`src/rtl/wb_initiator_pkg.sv`:
```
`default_nettype none
// ============================================================================
// Module   : wb_initiator_pkg
// Purpose  : FSM state and response status types shared by wb_initiator.
// Revision : 1.0 - initial release
// ============================================================================
package wb_initiator_pkg;

    typedef enum logic [1:0] {
        ST_IDLE = 2'd0,
        ST_REQ  = 2'd1,
        ST_WAIT = 2'd2,
        ST_RSP  = 2'd3
    } state_t;

    typedef logic [1:0] status_t;

    localparam status_t STATUS_OK      = 2'b00;
    localparam status_t STATUS_ERR     = 2'b01;
    localparam status_t STATUS_RTY     = 2'b10;
    localparam status_t STATUS_TIMEOUT = 2'b11;

endpackage
`default_nettype wire

```
`src/rtl/wb_initiator.sv`:
```
`default_nettype none
// ============================================================================
// Module   : wb_initiator
// Purpose  : Single-outstanding Wishbone pipelined initiator; valid/ready
//            command in, valid/ready response out. Optional watchdog via
//            WB_INITIATOR_TIMEOUT_EN.
// Revision : 1.0 - initial release
// ============================================================================
module wb_initiator
    import wb_initiator_pkg::*;
#(
    parameter int ADDR_WIDTH     = 32,
    parameter int DATA_WIDTH     = 32,
    parameter int TIMEOUT_CYCLES = 255
) (
    input  logic                      clk_i,
    input  logic                      rst_n_i,
    input  logic                      cmd_valid_i,
    output logic                      cmd_ready_o,
    input  logic                      cmd_we_i,
    input  logic [ADDR_WIDTH-1:0]     cmd_adr_i,
    input  logic [DATA_WIDTH-1:0]     cmd_dat_i,
    input  logic [DATA_WIDTH/8-1:0]   cmd_sel_i,
    output logic                      rsp_valid_o,
    input  logic                      rsp_ready_i,
    output logic [DATA_WIDTH-1:0]     rsp_dat_o,
    output logic [1:0]                rsp_status_o,
    output logic                      wb_cyc_o,
    output logic                      wb_stb_o,
    output logic                      wb_we_o,
    output logic [ADDR_WIDTH-1:0]     wb_adr_o,
    output logic [DATA_WIDTH/8-1:0]   wb_sel_o,
    output logic [DATA_WIDTH-1:0]     wb_dat_o,
    input  logic [DATA_WIDTH-1:0]     wb_dat_i,
    input  logic                      wb_ack_i,
    input  logic                      wb_err_i,
    input  logic                      wb_rty_i,
    input  logic                      wb_stall_i
);

    state_t                    r_state;
    state_t                    w_state_next;
    logic                      r_ready_en;
    logic                      r_we;
    logic [ADDR_WIDTH-1:0]     r_adr;
    logic [DATA_WIDTH-1:0]     r_dat;
    logic [DATA_WIDTH/8-1:0]   r_sel;
    logic [DATA_WIDTH-1:0]     r_rsp_dat;
    status_t                   r_rsp_status;

    logic                      w_accept;
    logic                      w_busy;
    logic                      w_live;
    logic                      w_term;
    logic                      w_timeout;
    logic [DATA_WIDTH-1:0]     w_rsp_dat;
    status_t                   w_rsp_status;

    assign w_accept = (r_state == ST_IDLE) && r_ready_en && cmd_valid_i;
    assign w_busy   = (r_state == ST_REQ) || (r_state == ST_WAIT);
    // A termination only counts once the slave has taken the request.
    assign w_live   = (r_state == ST_WAIT) || ((r_state == ST_REQ) && !wb_stall_i);
    assign w_term   = w_live && (wb_err_i || wb_rty_i || wb_ack_i);

`ifdef WB_INITIATOR_TIMEOUT_EN
    localparam logic [15:0] c_tmo_last = 16'(TIMEOUT_CYCLES - 1);
    logic [15:0] r_tmo_cnt;

    always_ff @(posedge clk_i or negedge rst_n_i) begin
        if (!rst_n_i) begin
            r_tmo_cnt <= '0;
        end else if (w_accept) begin
            r_tmo_cnt <= '0;
        end else if (w_busy) begin
            r_tmo_cnt <= r_tmo_cnt + 16'd1;
        end
    end

    assign w_timeout = w_busy && (r_tmo_cnt == c_tmo_last) && !w_term;
`else
    logic w_unused_tmo;
    assign w_unused_tmo = (TIMEOUT_CYCLES != 0);
    assign w_timeout    = 1'b0;
`endif

    always_comb begin
        w_state_next = r_state;
        case (r_state)
            ST_IDLE: if (w_accept) w_state_next = ST_REQ;
            ST_REQ: begin
                if (w_term || w_timeout) w_state_next = ST_RSP;
                else if (!wb_stall_i)    w_state_next = ST_WAIT;
            end
            ST_WAIT: if (w_term || w_timeout) w_state_next = ST_RSP;
            ST_RSP:  if (rsp_ready_i) w_state_next = ST_IDLE;
            default: w_state_next = ST_IDLE;
        endcase
    end

    // Falls through to timeout status when no termination is present.
    always_comb begin
        w_rsp_dat    = '0;
        w_rsp_status = STATUS_TIMEOUT;
        if (wb_err_i) begin
            w_rsp_status = STATUS_ERR;
        end else if (wb_rty_i) begin
            w_rsp_status = STATUS_RTY;
        end else if (wb_ack_i) begin
            w_rsp_status = STATUS_OK;
            if (!r_we) w_rsp_dat = wb_dat_i;
        end
    end

    always_ff @(posedge clk_i or negedge rst_n_i) begin
        if (!rst_n_i) begin
            r_state <= ST_IDLE;
        end else begin
            r_state <= w_state_next;
        end
    end

    always_ff @(posedge clk_i or negedge rst_n_i) begin
        if (!rst_n_i) begin
            r_ready_en   <= 1'b0;
            r_we         <= 1'b0;
            r_adr        <= '0;
            r_dat        <= '0;
            r_sel        <= '0;
            r_rsp_dat    <= '0;
            r_rsp_status <= STATUS_OK;
        end else begin
            r_ready_en <= 1'b1;
            if (w_accept) begin
                r_we  <= cmd_we_i;
                r_adr <= cmd_adr_i;
                r_dat <= cmd_dat_i;
                r_sel <= cmd_sel_i;
            end
            if (w_term || w_timeout) begin
                r_rsp_dat    <= w_rsp_dat;
                r_rsp_status <= w_rsp_status;
            end
        end
    end

    assign cmd_ready_o  = r_ready_en && (r_state == ST_IDLE);
    assign wb_cyc_o     = w_busy;
    assign wb_stb_o     = (r_state == ST_REQ);
    assign wb_we_o      = r_we;
    assign wb_adr_o     = r_adr;
    assign wb_dat_o     = r_dat;
    assign wb_sel_o     = r_sel;
    assign rsp_valid_o  = (r_state == ST_RSP);
    assign rsp_dat_o    = r_rsp_dat;
    assign rsp_status_o = r_rsp_status;

endmodule
`default_nettype wire

```
`config.mk`:
```
export PLATFORM = sky130hd
export DESIGN_NAME = wb_initiator
export DESIGN_NICKNAME = d
export VERILOG_FILES = /design/src/rtl/wb_initiator_pkg.sv /design/src/rtl/wb_initiator.sv
export SDC_FILE = /design/constraint.sdc
export NUM_CORES = 1
export LEC_CHECK = 0
export ABC_AREA = 1
export CORE_AREA = 2 2 106 108
export DETAILED_ROUTE_END_ITERATION = 16
export DIE_AREA = 0 0 108 110
export GPL_TIMING_DRIVEN = 0
export PLACE_DENSITY = 0.79
export SLEW_MARGIN = 10
export SYNTH_ARGS = -nofsm -noshare
export SYNTH_HDL_FRONTEND = slang
export SYNTH_SLANG_ARGS = --single-unit
```
`constraint.sdc`:
```
create_clock -name clk_i -period 3.7 [get_ports clk_i]
set_input_delay 0.37 -clock clk_i [delete_from_list [all_inputs] [get_ports clk_i]]
set_output_delay 0.37 -clock clk_i [all_outputs]
set_load 0.01 [all_outputs]
```
==> flow_summary.json, run 1 <==
{
  "period_minus_slack_ns": 2.143,
  "grt_max_degree": 56,
  "final_common_cell": "clkdlybuf4s50_1",
  "num_rows": 38,
  "antenna_found_initial": 0,
  "drc": 0,
  "cts_resized": 0,
  "clkLatencyLatePin_ns": 0.36,
  "fin_ws_ns": 1.557,
  "numCtsBuffers": 9,
  "crit_arrival_ns": 1.77,
  "diodes": 0,
  "areaGrowthSynthToFinish_pct": 61.48,
  "synth_cell_types": 18,
  "peakVddDrop_mv": 0.3642,
  "vias": 3200,
  "max_slew_margin": 0.6366,
  "grt_setup_unrepaired": "no",
  "final_cell_mix": "214 x clkdlybuf4s50_1, 106 x dfrtp_1, 59 x mux2_2",
  "fin_cells": 699,
  "seqPwrFrac": 0.388,
  "first_pass_iters": 4,
  "place_congestion": 0.7483,
  "wl_mm": 10.99,
  "worstSetupEndpointType": "primary output",
  "nets": 668,
  "hold_path_class": "flip-flop to flip-flop",
  "max_freq_mhz": 466.6,
  "cts_root_buf": "clkbuf_8",
  "synth_cells": 326,
  "avgSynthCellArea_um2": 12.77,
  "setup_violations": 0,
  "setup.worst_path.class": "flip-flop to primary output",
  "wl_met1_mm": 4.382,
  "power.density_nw_per_um2": 722.9,
  "coreArea_um2": 10700,
  "cp_cell_sequence": "inv_1, ha_1, nand2_1, inv_2, clkdlybuf4s50_1",
  "fillCellCount": 862,
  "ctsHoldBuffers": 1,
  "cts_tree": "built",
  "tightestPinTransition_ns": 0.5451,
  "p_leak_nw": 3.027,
  "critical_path.top_delay_family": "buffers and inverters",
  "ys_seq_elements": 106,
  "port_buffers": 215,
  "cts.sink_count": 106,
  "switchingPower_mw": 1.527,
  "ant_nets": 0,
  "post-cts-setup-buffers": 0,
  "die_area_um2": 11880,
  "dp_cells": 682,
  "finalClockSkew_ns": 0.01081,
  "cap_violations": 0,
  "start_util": 0.3892,
  "io_pins": 216,
  "htreeDepth": 3,
  "swShare": 0.3141,
  "cts_max_path_buffers": 2,
  "pre_cts_slack_ns": 1.629,
  "status": "finished, final reports clean",
  "crit_path_top_delay_cell": "clkdlybuf4s50_1",
  "start_kind": "flip-flop",
  "synth_nets": 440,
  "slowest_delay_ns": 0.54,
  "yosysSeqAreaShare": 0.6370,
  "wl_per_cell_um": 15.72,
  "die_w_um": 108,
  "die_h_um": 110,
  "power.internal_mw": 3.334,
  "slew_violations": 0,
  "power_frac_clock": 0.145,
  "grt_pass1_wl_mm": 16.59,
  "worst-path-buf-inv": 3,
  "grt_pass1_vias": 3293,
  "yosysWarnings": 0,
  "period_share": 0.5792,
  "vias_per_cell": 4.578,
  "hold_viol": 0,
  "final_util": 0.6285,
  "critical_path.max_fanout": 4,
  "met2_length_mm": 5.412,
  "drive_gt1_frac": 0.1771,
  "clkTransAtPathRegs_ns": 0.09,
  "synth_area_um2": 4164,
  "dr_wl_met3_mm": 1.014,
  "cp_data_required_time_ns": 3.33,
  "combPwrFrac": 0.467,
  "hold_slack_ns": 0.4899,
  "hpwl_mm": 8.282,
  "route.top_layer_used": "met4",
  "grt_use_total": 0.1827,
  "grt-ovfl-total": 0,
  "drt_iter0_markers": 113
}
==> power groups by stage <==
stage                     combinational, mW  sequential (mW)  clock [mW]
final                                  2.27             1.89       0.705
after global routing                   2.43             1.95       0.784
after CTS                              2.30             1.89       0.728
after detailed placement               2.28             1.91           0
after global placement                 2.23             1.89           0
after floorplan                       0.731             2.12           0
==> per-layer routing <==
layer | GRT usage | vias to the layer above
met1 | 0.2101 | 1537
met5 | 0 | -
met3 | 0.06643 | 17
met2 | 0.3185 | 140
li1 | - | 1506
met4 | 0.05861 | 0
==> per-stage QoR <==
step | area, um2 | power [mW] | setup TNS (ns)
6_report | 6724 | 4.861 | 0
5_1_grt | 6724 | 5.161 | 0
4_1_cts | 6724 | 4.923 | 0
3_5_place_dp | 6520 | 4.196 | 0
3_3_place_gp | 6491 | 4.118 | -172.04
2_1_floorplan | 4164 | 2.848 | 0
==> synthesized netlist by cell type <==
library cell	count	area share
inv_1	38	0.034
buf_6	2	0.0054
inv_2	1	0.00090
dfrtp_1	106	0.64
nand2_1	47	0.042
o21ai_0	33	0.040
ha_1	5	0.015
o211ai_1	1	0.0018
mux2_4	10	0.036
nor2_1	5	0.0045
mux2_2	59	0.16
a22o_1	1	0.0021
conb_1	1	0.00090
nand3_1	4	0.0048
buf_2	8	0.0096
a21boi_0	1	0.0018
nand2_2	1	0.0015
clkbuf_1	3	0.0027
==> registers in the layout (all words and copies together), names as in the netlist <==
register and count:
r_ready_en 1, r_state 2, rsp_dat_o 32, rsp_status_o 2, wb_adr_o 32, wb_dat_o 32
wb_sel_o 4, wb_we_o 1
==> worst paths after layout <==
check	startpoint	to	slack, ns	cells past startpoint
max	r_state[1]$_DFFE_PN0P_	cmd_ready_o	1.56	5
min	rsp_dat_o[12]$_DFFE_PN0P_	rsp_dat_o[12]$_DFFE_PN0P_	0.49	2
max reg2reg	r_state[1]$_DFFE_PN0P_	rsp_dat_o[13]$_DFFE_PN0P_	1.79	7
min in group asynchronous	rst_n_i	wb_adr_o[16]$_DFFE_PN0P_	0.52	2
min reg2reg	rsp_dat_o[12]$_DFFE_PN0P_	rsp_dat_o[12]$_DFFE_PN0P_	0.49	2
max in group asynchronous	rst_n_i	rsp_dat_o[22]$_DFFE_PN0P_	2.54	3
==> cell families after synthesis <==
kind of cell,after synthesis,share of synthesized area
flops,106,0.6370
mux,69,0.1956
simple gates,57,0.05319
buf+inv,52,0.05288
compound gates,36,0.04537
fa+ha+maj,5,0.01502
other cells,1,0.0009006
==> cell type report <==
type,count,area [um2],area share
timing repair buffer,217,2191,0.3258
multi-input combinational,168,1291,0.1920
inverter,39,146.4,0.02177
clock buffer,9,123.9,0.01842
tap,140,175.2,0.02605
buffer,13,73.82,0.01098
sequential,106,2653,0.3945
clock inverter,7,70.07,0.01042
==> worst reg2reg max path, cell delays in order, from the launching register on <==
cell      delay [ns]
dfrtp_1         0.40
inv_1           0.11
ha_1            0.25
nand2_1         0.08
nand2_1         0.12
nand3_1         0.17
clkbuf_1        0.46
o21ai_0         0.17
Note: power is estimated with default switching activity, not from simulation.
==> run 2: changes to the inputs <==
==> constraint.sdc (replaced) <==
create_clock -name clk_i -period 2.15 [get_ports clk_i]
set_input_delay 0.215 -clock clk_i [delete_from_list [all_inputs] [get_ports clk_i]]
set_output_delay 0.215 -clock clk_i [all_outputs]
set_load 0.01 [all_outputs]
==> results of run 2 <==
Same layout as run 1 (identical final DEF). Status: finished, final reports clean.
Main changes from that run: setup slack after placement 1.629 ns -> 0.2065 ns; clock-pin slew on the worst setup and hold paths 0.09 ns -> 0.10 ns; setup slack after layout 1.557 ns -> 0.1619 ns; hold slack 0.4899 ns -> 0.3658 ns; register-to-register setup slack 1.79 ns -> 0.24 ns; total power 4.861 mW -> 8.365 mW; worst IR drop on VDD 0.3642 mV -> 0.6268 mV
